==> config.mk <==
export PLATFORM = sky130hd
export DESIGN_NAME = tl_uh_master_arbiter
export DESIGN_NICKNAME = d
export VERILOG_FILES = /design/src/rtl/tl_uh_master_arbiter.sv
export SDC_FILE = /design/constraint.sdc
export NUM_CORES = 1
export LEC_CHECK = 0
export CAP_MARGIN = 20
export CORE_AREA = 2 2 150 152
export CTS_CLUSTER_SIZE = 20
export DETAILED_ROUTE_END_ITERATION = 10
export DIE_AREA = 0 0 152 154
export GPL_ROUTABILITY_DRIVEN = 1
export HOLD_SLACK_MARGIN = 0.1
export SETUP_SLACK_MARGIN = 0.5
export SLEW_MARGIN = 10
export SYNTH_ARGS = -nofsm -noshare
export SYNTH_HDL_FRONTEND = slang
export SYNTH_SLANG_ARGS = --single-unit
==> constraint.sdc <==
create_clock -name core_clock_i -period 2.81 [get_ports core_clock_i]
set_clock_uncertainty 0.15 [all_clocks]
set_input_delay 0.4215 -clock core_clock_i [delete_from_list [all_inputs] [get_ports core_clock_i]]
set_output_delay 0.4215 -clock core_clock_i [all_outputs]
set_load 0.01 [all_outputs]
==> src/rtl/tl_uh_master_arbiter.sv <==
// Two-requester TileLink-UH master arbiter for the fetch frontend.
// One transaction in flight; grant held from first A beat to last D beat.
module tl_uh_master_arbiter #(
    parameter int MAX_SIZE   = 6,
    parameter bit FIXED_PRIO = 1'b0
) (
    input  logic        core_clock_i,
    input  logic        core_reset_n_i,

    input  logic [2:0]  m0_a_opcode,
    input  logic [2:0]  m0_a_param,
    input  logic [3:0]  m0_a_size,
    input  logic [31:0] m0_a_address,
    input  logic [3:0]  m0_a_mask,
    input  logic [31:0] m0_a_data,
    input  logic        m0_a_corrupt,
    input  logic        m0_a_valid,
    output logic        m0_a_ready,
    output logic [2:0]  m0_d_opcode,
    output logic [1:0]  m0_d_param,
    output logic [3:0]  m0_d_size,
    output logic        m0_d_denied,
    output logic [31:0] m0_d_data,
    output logic        m0_d_corrupt,
    output logic        m0_d_valid,
    input  logic        m0_d_ready,

    input  logic [2:0]  m1_a_opcode,
    input  logic [2:0]  m1_a_param,
    input  logic [3:0]  m1_a_size,
    input  logic [31:0] m1_a_address,
    input  logic [3:0]  m1_a_mask,
    input  logic [31:0] m1_a_data,
    input  logic        m1_a_corrupt,
    input  logic        m1_a_valid,
    output logic        m1_a_ready,
    output logic [2:0]  m1_d_opcode,
    output logic [1:0]  m1_d_param,
    output logic [3:0]  m1_d_size,
    output logic        m1_d_denied,
    output logic [31:0] m1_d_data,
    output logic        m1_d_corrupt,
    output logic        m1_d_valid,
    input  logic        m1_d_ready,

    output logic [2:0]  s_a_opcode,
    output logic [2:0]  s_a_param,
    output logic [3:0]  s_a_size,
    output logic [31:0] s_a_address,
    output logic [3:0]  s_a_mask,
    output logic [31:0] s_a_data,
    output logic        s_a_corrupt,
    output logic        s_a_valid,
    input  logic        s_a_ready,

    input  logic [2:0]  s_d_opcode,
    input  logic [1:0]  s_d_param,
    input  logic [3:0]  s_d_size,
    input  logic        s_d_denied,
    input  logic [31:0] s_d_data,
    input  logic        s_d_corrupt,
    input  logic        s_d_valid,
    output logic        s_d_ready,

    output logic        busy_o
);

    localparam int CW = MAX_SIZE - 1;

    localparam logic [1:0] IDLE   = 2'd0;
    localparam logic [1:0] A_SEND = 2'd1;
    localparam logic [1:0] D_WAIT = 2'd2;

    localparam logic [2:0] ACK_DATA = 3'd1;

    logic [1:0]    state_q, state_d;
    logic          owner_q, owner_d;
    logic          last_q, last_d;
    logic          data_q, data_d;
    logic [CW-1:0] cnt_q, cnt_d;
    logic [CW-1:0] n_q, n_d;
    logic          busy_q, busy_d;

    logic          grant;
    logic          win_data;
    logic [3:0]    win_size;
    logic [3:0]    eff_size;
    logic [CW-1:0] win_n;
    logic          a_phase, d_phase;
    logic          own_a_valid, own_d_ready;
    logic          a_fire, d_fire;

    assign a_phase = (state_q == A_SEND);
    assign d_phase = (state_q == D_WAIT);

    // Last-granted master loses a tie in round-robin mode.
    assign grant = m1_a_valid & (~m0_a_valid | (~FIXED_PRIO & ~last_q));

    // Opcodes 0..3 carry write data and so take N A beats.
    assign win_data = grant ? ~m1_a_opcode[2] : ~m0_a_opcode[2];
    assign win_size = grant ? m1_a_size : m0_a_size;
    assign eff_size = (win_size > 4'(MAX_SIZE)) ? 4'(MAX_SIZE) : win_size;
    assign win_n    = (eff_size <= 4'd2) ? CW'(1)
                    : CW'(1) << (eff_size - 4'd2);

    assign s_a_opcode  = owner_q ? m1_a_opcode  : m0_a_opcode;
    assign s_a_param   = owner_q ? m1_a_param   : m0_a_param;
    assign s_a_size    = owner_q ? m1_a_size    : m0_a_size;
    assign s_a_address = owner_q ? m1_a_address : m0_a_address;
    assign s_a_mask    = owner_q ? m1_a_mask    : m0_a_mask;
    assign s_a_data    = owner_q ? m1_a_data    : m0_a_data;
    assign s_a_corrupt = owner_q ? m1_a_corrupt : m0_a_corrupt;

    assign own_a_valid = owner_q ? m1_a_valid : m0_a_valid;
    assign s_a_valid   = a_phase & own_a_valid;
    assign m0_a_ready  = a_phase & ~owner_q & s_a_ready;
    assign m1_a_ready  = a_phase &  owner_q & s_a_ready;

    assign m0_d_opcode  = s_d_opcode;
    assign m0_d_param   = s_d_param;
    assign m0_d_size    = s_d_size;
    assign m0_d_denied  = s_d_denied;
    assign m0_d_data    = s_d_data;
    assign m0_d_corrupt = s_d_corrupt;
    assign m1_d_opcode  = s_d_opcode;
    assign m1_d_param   = s_d_param;
    assign m1_d_size    = s_d_size;
    assign m1_d_denied  = s_d_denied;
    assign m1_d_data    = s_d_data;
    assign m1_d_corrupt = s_d_corrupt;

    assign own_d_ready = owner_q ? m1_d_ready : m0_d_ready;
    assign s_d_ready   = d_phase & own_d_ready;
    assign m0_d_valid  = d_phase & ~owner_q & s_d_valid;
    assign m1_d_valid  = d_phase &  owner_q & s_d_valid;

    assign a_fire = s_a_valid & s_a_ready;
    assign d_fire = s_d_valid & s_d_ready;
    assign busy_o = busy_q;

    always_comb begin
        state_d = state_q;
        owner_d = owner_q;
        last_d  = last_q;
        data_d  = data_q;
        cnt_d   = cnt_q;
        n_d     = n_q;
        case (state_q)
            IDLE: begin
                if (m0_a_valid | m1_a_valid) begin
                    owner_d = grant;
                    data_d  = win_data;
                    n_d     = win_n;
                    cnt_d   = '0;
                    state_d = A_SEND;
                end
            end
            A_SEND: begin
                if (a_fire) begin
                    if (!data_q || cnt_q == n_q - CW'(1)) begin
                        cnt_d   = '0;
                        state_d = D_WAIT;
                    end else begin
                        cnt_d = cnt_q + CW'(1);
                    end
                end
            end
            D_WAIT: begin
                if (d_fire) begin
                    if (s_d_opcode != ACK_DATA || cnt_q == n_q - CW'(1)) begin
                        cnt_d   = '0;
                        last_d  = owner_q;
                        state_d = IDLE;
                    end else begin
                        cnt_d = cnt_q + CW'(1);
                    end
                end
            end
            default: state_d = IDLE;
        endcase
        busy_d = (state_d != IDLE);
    end

    always_ff @(posedge core_clock_i or negedge core_reset_n_i) begin
        if (!core_reset_n_i) begin
            state_q <= IDLE;
            owner_q <= 1'b0;
            last_q  <= 1'b1;
            data_q  <= 1'b0;
            cnt_q   <= '0;
            n_q     <= '0;
            busy_q  <= 1'b0;
        end else begin
            state_q <= state_d;
            owner_q <= owner_d;
            last_q  <= last_d;
            data_q  <= data_d;
            cnt_q   <= cnt_d;
            n_q     <= n_d;
            busy_q  <= busy_d;
        end
    end

endmodule
Word-level counts from Yosys, hierarchy flattened. Index checks and enable logic that the tools add are counted.

Register bits: 16. Input bits: 209. Output and inout port bits: 172. Word-level logic and storage cells: 74.

$add $sub $neg: 3. Magnitude comparators: 2. Equality and inequality tests: 7. Shifts and indexed selects: 1. Mux-type cells: 25. Bitwise logic cells: 20. Reductions and logical operators: 9.

Operators by type and width (number): 2-to-1 mux 32 bit (2); 2-to-1 mux 5 bit (6); 2-to-1 mux 4 bit (4); one-hot mux 5 bit (3 select lines) (1); bitwise AND 1 bit (13); 2-to-1 mux 2 bit (5); 2-to-1 mux 3 bit (2); one-hot mux 2 bit (3 select lines) (1); adder 5 x 1 -> 5 bit (second input constant) (1); equality test 5 bit (1); NOT 1 bit (5); << shifter 1 x 4 -> 5 bit (first input constant) (1); subtractor 5 x 1 -> 5 bit (second input constant) (1); greater-than comparator 4 x 3 -> 1 bit (second input constant) (1); less-or-equal comparator 4 x 2 -> 1 bit (second input constant) (1); 2-to-1 mux 1 bit (4); inequality test 2 x 1 -> 1 bit (second input constant) (2); AND reduction 4 bit (1); subtractor 4 x 2 -> 4 bit (second input constant) (1); inequality test 3 x 1 -> 1 bit (second input constant) (1); AND reduction 3 bit (1); nonzero test 3 bit (1); equality test 2 x 1 -> 1 bit (second input constant) (1); equality test 2 bit (second input constant) (1); other kinds (7) (9).

Logic depth before layout (Yosys ltp). Gate-level depths: netlist of run 1.

Depth after elaboration: 9. Mapped depth: 8.

Worst setup path before layout of run 1. Ideal clock, no wire load.

Path kind: input -> register. From: in m1_a_valid. To: reg n_q[3]. Setup time: 68 ps. Arrival: 2109 ps. Slack: 483 ps. Stages on the path: 7. Path buffers: 1. Path through: a21boi_1 -> clkbuf_1 -> o31ai_1 -> ha_1 -> or3b_1 -> nor2_1 -> a32o_1.

Longest elaborated chain between the ends: 7. Elaborated cells on any way between the ends: 10. Classes of those cells: 1 x add/sub; 2 x order compare; 1 x shift; 3 x mux; 2 x bitwise; 1 x reduce/logical.

Ends and longest elaborated chain: from (decl) (line 35) `input logic m1_a_valid,`; bitwise AND 1 bit (line 97) `assign grant = m1_a_valid & (~m0_a_valid | (~FIXED_PRIO & ~last_q));`; 2-to-1 mux 4 bit (line 101) `assign win_size = grant ? m1_a_size : m0_a_size;`; greater-than comparator 4 x 3 -> 1 bit (line 102) `assign eff_size = (win_size > 4'(MAX_SIZE)) ? 4'(MAX_SIZE) : win_size;`; 2-to-1 mux 4 bit (line 102); subtractor 4 x 2 -> 4 bit (line 104) `: CW'(1) << (eff_size - 4'd2);`; << shifter 1 x 4 -> 5 bit (line 104); 2-to-1 mux 5 bit (line 103) `assign win_n = (eff_size <= 4'd2) ? CW'(1)`; to (signal assigned) (line 199) `n_q <= n_d;`; to (decl) (line 81) `logic [CW-1:0] n_q, n_d;`.

Several ways; a longest one is shown, not always the timed one. A chain may end at the register's enable or synchronous reset.

Final worst setup path of run 1.
From: reg owner_q. To: out s_a_data[26].

Longest elaborated chain between the ends: 1.

Ends and longest elaborated chain: from (decl) (line 77) `logic owner_q, owner_d;`; from (signal assigned) (line 195) `owner_q <= owner_d;`; 2-to-1 mux 32 bit (line 111) `assign s_a_data = owner_q ? m1_a_data : m0_a_data;`; to (decl) (line 51) `output logic [31:0] s_a_data,`.

No other way between the ends.

==> flow_metrics.env, run 1 <==
export IMPL_hold_end="data_q$_DFFE_PN0P_"
export IMPL_ys_seq_area_frac=0.144
export IMPL_grt_pass1_vias=3111
export IMPL_antenna_found_initial=2
export IMPL_area_growth_syn_to_layout_pct=97.3
export IMPL_start_util=0.128
export IMPL_h_tree_depth=1
export IMPL_fill_cells=2346
export IMPL_max_slew_margin=0.472
export IMPL_syn_num_nets=523
export IMPL_worst_slew_pin_slew_ns=0.789
export IMPL_maxCapViolCount=0
export IMPL_viasPerCell=3.72
export IMPL_fin_crit_sh=0.852
export IMPL_clk_pin_slew_ns=0.05
export IMPL_multi_input_area_mm2=0.00179
export IMPL_finalCriticalPeriod_ns=2.39
export IMPL_yosysTopAreaCellShare=0.328
export IMPL_fmax_ghz=0.418
export IMPL_cp_data_arrival_time_ns=1.82
export IMPL_hpwl_mm=12.6
export IMPL_dieHeight_um=154
export IMPL_status="finished, final reports clean"
export IMPL_r2r_end="busy_o$_DFF_PN0_"
export IMPL_grt_start_max_net_pins=27
export IMPL_clock_path_buffers=2
export IMPL_worst_r2r_cell_count=8
export IMPL_synth_edf_count=0
export IMPL_fin_cells=775
export IMPL_ir_worst_vdd_uv=217
export IMPL_yosys_warnings=0
export IMPL_ys_types=48
export IMPL_dr_wl_met2_mm=7.77
export IMPL_rrSetupSlack_ns=0.58
export IMPL_worst_ep_required_time_ns=2.24
export IMPL_finalSetupTns_ns=0
export IMPL_rsz0062_at_grt="true"
export IMPL_yosysTopAreaCell="mux2_2"
export IMPL_drive_gt1_frac=0.310
export IMPL_die_w_um=152
export IMPL_worstHoldStart="data_q$_DFFE_PN0P_"
export IMPL_io_buffer_count=260
export IMPL_p_leak_uw=0.00240
export IMPL_rr_startpoint="n_q[1]$_DFFE_PN0P_"
export IMPL_cts_sinks=16
export IMPL_coreArea_mm2=0.0217
export IMPL_drv_slew=0
export IMPL_async_reset_ff_frac=1.00
export IMPL_dieArea_mm2=0.0234
export IMPL_synth_area_top_cells="mux2_2 33%, buf_4 23%, dfrtp_1 13%, ha_1 3.1%, clkbuf_1 1.6%"
export IMPL_yosys_register_bits=16
export IMPL_wl_mm=15.1
export IMPL_cp_end_kind="output pin"
export IMPL_drc_errors=0
export IMPL_tritoncts="built"
export IMPL_fin_nets=711
export IMPL_gr_total_overflow=0
export IMPL_hold_class="reg -> reg"
export IMPL_crit_slowest_cell="dfrtp_4"
export IMPL_routed_wl_met3_mm=1.33
export IMPL_drt_iter0_drc=33
export IMPL_grt_usage=0.120
export IMPL_pre_cts_ws_ns=0.154
export IMPL_synth_cells=307
export IMPL_dp_cells=758
export IMPL_ant_nets=0
export IMPL_path_class="reg -> out"
export IMPL_routedWlPerCell_um=19.5
export IMPL_grt_pass1_wl_mm=20.9
export IMPL_fin_ws_ns=0.415
export IMPL_row_count=54
export IMPL_ff_latch_area_um2=405
export IMPL_synthesis_area_mm2=0.00278
export IMPL_crit_path_max_incr_delay_ns=0.54
export IMPL_whs_path_depth=2
export IMPL_avgSynthCellArea_um2=9.07
export IMPL_worstPathCellList="buf_16 > buf_4 > mux2_2 > dlygate4sd2_1"
export IMPL_routabilityCongestion=0.740
export IMPL_cp_start_kind="register"
export IMPL_synthFlopType="dfrtp_1"
export IMPL_cts_buffers=3
export IMPL_power_density_mw_per_mm2=600
export IMPL_clkLatencyLatePin_ns=0.25
export IMPL_hold_viol=0
export IMPL_top_layer_used="met4"
export IMPL_drt_met1_wl_mm=5.67
export IMPL_vias=2886
export IMPL_holdBufCountCts=0
export IMPL_first_pass_iters=4
export IMPL_io_pins=381
export IMPL_critPathMaxFanout=7
export IMPL_cts_root_buf="clkbuf_16"
export IMPL_setup_violations=0
==> worst max-delay path: cells and delay by family (launching register included) <==
family,cells,cell delay [ns]
muxes,1,0.22
buffers and inverters,3,0.81
DFF,1,0.54
==> metrics by stage <==
stage	hold slack (ns)	util	power [µW]	area [µm²]
after floorplan	-0.0241	-	1610	2790
after global placement	0.369	0.237	2770	5130
after detailed placement	0.377	0.237	2770	5130
after CTS	0.389	0.248	3250	5380
after global routing	0.417	0.253	3520	5490
final	0.386	0.253	3290	5490
==> routing by layer <==
metal | up-vias | track usage
li1 | 1376 | -
met1 | 1322 | 0.130
met2 | 171 | 0.222
met3 | 17 | 0.0457
met4 | 0 | 0.0245
met5 | - | 0
==> power by group <==
part / internal (µW) / switching, µW / total [µW] / leakage [µW]
sequential: 293 / 70.2 / 363 / 0.000208
combinational: 1450 / 1170 / 2620 / 0.00215
clock: 216 / 90.9 / 307 / 0.0000442
==> flip-flops by register name, summed over array words and instances, names as in the netlist <==
signal / count
data_q: 1
n_q: 5
last_q: 1
cnt_q: 5
owner_q: 1
busy_o: 1
state_q: 2
==> cells in the mapped netlist (3+ instances only) <==
library cell,n
clkbuf_1,12
nor3_1,4
inv_1,10
nor2_1,10
mux2_2,81
dfrtp_1,15
buf_4,86
a211oi_1,3
nand3_1,3
ha_1,7
a32o_1,3
a21oi_1,6
o21ai_1,6
nand2_1,11
mux2i_1,3
nor3b_1,3
nand2b_1,3
a21o_1,4
==> what timing repair did <==
item                                    CTS  global route
pin swaps                                 2             6
resized for setup                        75            84
gates cloned                              3             1
endpoints found under the setup margin   90            63
buffers inserted                          5             3
==> placed cells by master (no fill, tap or decap), types with 3 or more instances in the layout <==
cell type        instances
buf_4                   12
clkbuf_16                4
a21oi_1                  6
inv_2                    3
buf_12                   3
dlygate4sd2_1           38
dlymetal6s2s_1          26
a21o_1                   4
a211oi_1                 3
nor3_1                   4
inv_1                    7
buf_16                   3
nand2_1                 10
a32o_1                   3
clkdlybuf4s50_1        175
o21ai_1                  5
dfrtp_1                 14
mux2_2                  81
ha_1                     4
nor2_1                   9
nand2b_1                 3
clkbuf_2                21
==> cell families after synthesis <==
family	after synthesis	share of synthesized area
xor gates and xnor gates	6	0.0243
muxes	84	0.338
and+or+nand+nor	46	0.0885
buffers and inverters	108	0.262
DFF	16	0.144
adders and majority gates	7	0.0315
AOI/OAI and AO/OA	40	0.111
==> final cells by class <==
type / count / area share
timing repair buffer: 281 / 0.513
multi-input combinational: 183 / 0.326
sequential: 16 / 0.0738
tap: 280 / 0.0638
clock buffer: 4 / 0.0162
inverter: 10 / 0.00683
antenna: 1 / 0.000456
==> worst max-delay path by stage <==
stage                     slack [ns]                 end  cells past startpoint                start
after detailed placement        0.15  n_q[1]$_DFFE_PN0P_                      7           m1_a_valid
after floorplan                 0.57  n_q[3]$_DFFE_PN0P_                      7           m1_a_valid
after global placement          0.18  n_q[3]$_DFFE_PN0P_                      7           m1_a_valid
final                           0.42        s_a_data[26]                      4  owner_q$_DFFE_PN0P_
after CTS                       0.32         s_a_data[8]                      3  owner_q$_DFFE_PN0P_
after global routing            0.36        s_a_data[26]                      4  owner_q$_DFFE_PN0P_
No activity file was read; power rests on OpenSTA's default activity.
==> run 2, diff against run 1 <==
--- a/config.mk
+++ b/config.mk
@@ -12,6 +12,7 @@
 export DIE_AREA = 0 0 152 154
 export GPL_ROUTABILITY_DRIVEN = 1
 export HOLD_SLACK_MARGIN = 0.1
+export REMOVE_ABC_BUFFERS = 1
 export SETUP_SLACK_MARGIN = 0.5
 export SLEW_MARGIN = 10
 export SYNTH_ARGS = -nofsm -noshare
==> flow_metrics.env, run 2 (synthesis results as in run 1) <==
export IMPL_finalCriticalPeriod_ns=2.46
export IMPL_worstHoldStart="data_q$_DFFE_PN0P_"
export IMPL_rr_startpoint="n_q[1]$_DFFE_PN0P_"
export IMPL_fin_cells=770
export IMPL_top_regs="cnt_q x5, n_q x5, state_q x2"
export IMPL_crit_path_max_incr_delay_ns=0.50
export IMPL_area_growth_syn_to_layout_pct=97.3
export IMPL_cts_root_buf="clkbuf_16"
export IMPL_rsz0062_at_grt="true"
export IMPL_pre_cts_ws_ns=0.141
export IMPL_drv_slew=0
export IMPL_tritoncts="built"
export IMPL_final_cell_mix="206 x clkdlybuf4s50_1, 81 x mux2_2, 36 x dlymetal6s2s_1"
export IMPL_worst_ep_required_time_ns=2.24
export IMPL_crit_slowest_cell="clkdlybuf4s50_1"
export IMPL_wl_mm=16.7
export IMPL_hpwl_mm=13.8
export IMPL_h_tree_depth=1
export IMPL_ir_worst_vdd_uv=225
export IMPL_grt_pass1_wl_mm=22.2
export IMPL_cp_end_kind="output pin"
export IMPL_max_slew_margin=0.495
export IMPL_start_util=0.128
export IMPL_holdBufCountCts=0
export IMPL_vias=3016
export IMPL_fin_ws_ns=0.350
export IMPL_cp_start_kind="register"
export IMPL_cp_data_arrival_time_ns=1.89
export IMPL_clkLatencyLatePin_ns=0.25
export IMPL_coreArea_mm2=0.0217
export IMPL_drt_iter0_drc=140
export IMPL_dieHeight_um=154
export IMPL_ant_nets=0
export IMPL_final_common_cell="clkdlybuf4s50_1"
export IMPL_clock_path_buffers=2
export IMPL_fin_nets=706
export IMPL_hold_class="reg -> reg"
export IMPL_status="finished, final reports clean"
export IMPL_worstPathCellList="buf_12 > buf_16 > mux2_2 > clkdlybuf4s50_1"
export IMPL_crit_start="owner_q$_DFFE_PN0P_"
export IMPL_cts_buffers=3
export IMPL_first_pass_iters=4
export IMPL_whs_ns=0.367
export IMPL_grt_usage=0.129
export IMPL_antenna_found_initial=1
export IMPL_viasPerCell=3.92
export IMPL_maxCapViolCount=0
export IMPL_finalPower_uw=3180
export IMPL_p_leak_uw=0.00240
export IMPL_path_class="reg -> out"
export IMPL_worst_slew_pin_slew_ns=0.756
export IMPL_grt_pass1_vias=3198
export IMPL_drive_gt1_frac=0.245
export IMPL_final_util=0.253
export IMPL_setup_violations=0
export IMPL_clk_pin_slew_ns=0.05
export IMPL_routedWlPerCell_um=21.7
export IMPL_hold_viol=0
export IMPL_fin_crit_sh=0.875
export IMPL_fmax_ghz=0.407
export IMPL_dp_cells=754
export IMPL_die_w_um=152
export IMPL_routabilityCongestion=0.769
export IMPL_cts_sinks=16
export IMPL_power_density_mw_per_mm2=579
export IMPL_gr_total_overflow=0
export IMPL_dieArea_mm2=0.0234
export IMPL_critPathMaxFanout=21
export IMPL_row_count=54
export IMPL_drc_errors=0
export IMPL_io_pins=381
export IMPL_grt_start_max_net_pins=43
export IMPL_io_buffer_count=260
## run 2: cell types whose count changed in the layout (fill, tap and decap cells not counted), moves of 2 or more
cell | previous run | this run
clkdlybuf4s50_1 | 175 | 206
buf_16 | 3 | 1
buf_4 | 12 | 8
clkbuf_2 | 21 | 0
nand3_2 | 0 | 2
nand3_4 | 2 | 0
dlymetal6s2s_1 | 26 | 36
dlygate4sd2_1 | 38 | 18
## run 2: area by class of cell
class                   instances  area, µm²
multi-input cells             183       1720
clock buffers                   4       78.8
flip-flops and latches         16        405
well taps                     280        350
inverters                      10       37.5
diodes                          1       2.50
fillers                      2331      16200
repair buffers                276       2890
## run 2: final timing paths
path	to	slack [ns]	cells past startpoint
max in group asynchronous	owner_q$_DFFE_PN0P_	1.49	1
min in group asynchronous	n_q[2]$_DFFE_PN0P_	0.47	1
min	data_q$_DFFE_PN0P_	0.37	2
max reg2reg	busy_o$_DFF_PN0_	0.58	8
max	s_a_mask[0]	0.35	4
min reg2reg	data_q$_DFFE_PN0P_	0.37	2
## run 2: power by group
group | total (µW) | switching, µW | leakage, µW | internal [µW]
Sequential | 347 | 54.9 | 0.000208 | 292
Combinational | 2550 | 1100 | 0.00216 | 1450
Clock | 285 | 92.1 | 0.0000382 | 193
## run 2: per-layer routing
layer	part of all wire	wire length [µm]	vias up	global-route usage
li1	-	-	1362	-
met1	0.37	6250	1348	0.135
met2	0.42	7010	275	0.186
met3	0.18	3010	24	0.118
met4	0.014	235	7	0.0240
met5	0.014	232	-	0.0766
## run 2: per-stage QoR
step / instance area, µm² / setup TNS (ns)
after floorplan: 2090 / -25.42
after global placement: 5110 / 0
after detailed placement: 5110 / 0
after CTS: 5270 / 0
after global routing: 5490 / 0
final: 5490 / 0
## run 2: critical path, delay by kind of cell, from the launching register on
kind     cells  cell delay [ns]
buf+inv      3             0.82
mux          1             0.38
flops        1             0.42
## run 2: what timing repair did
item	in CTS	in global routing
buffers inserted	5	2
gates resized for setup	26	43
endpoints found under the hold margin	0	0
cloned	0	4
pin swaps	4	4
setup endpoints to repair	90	76
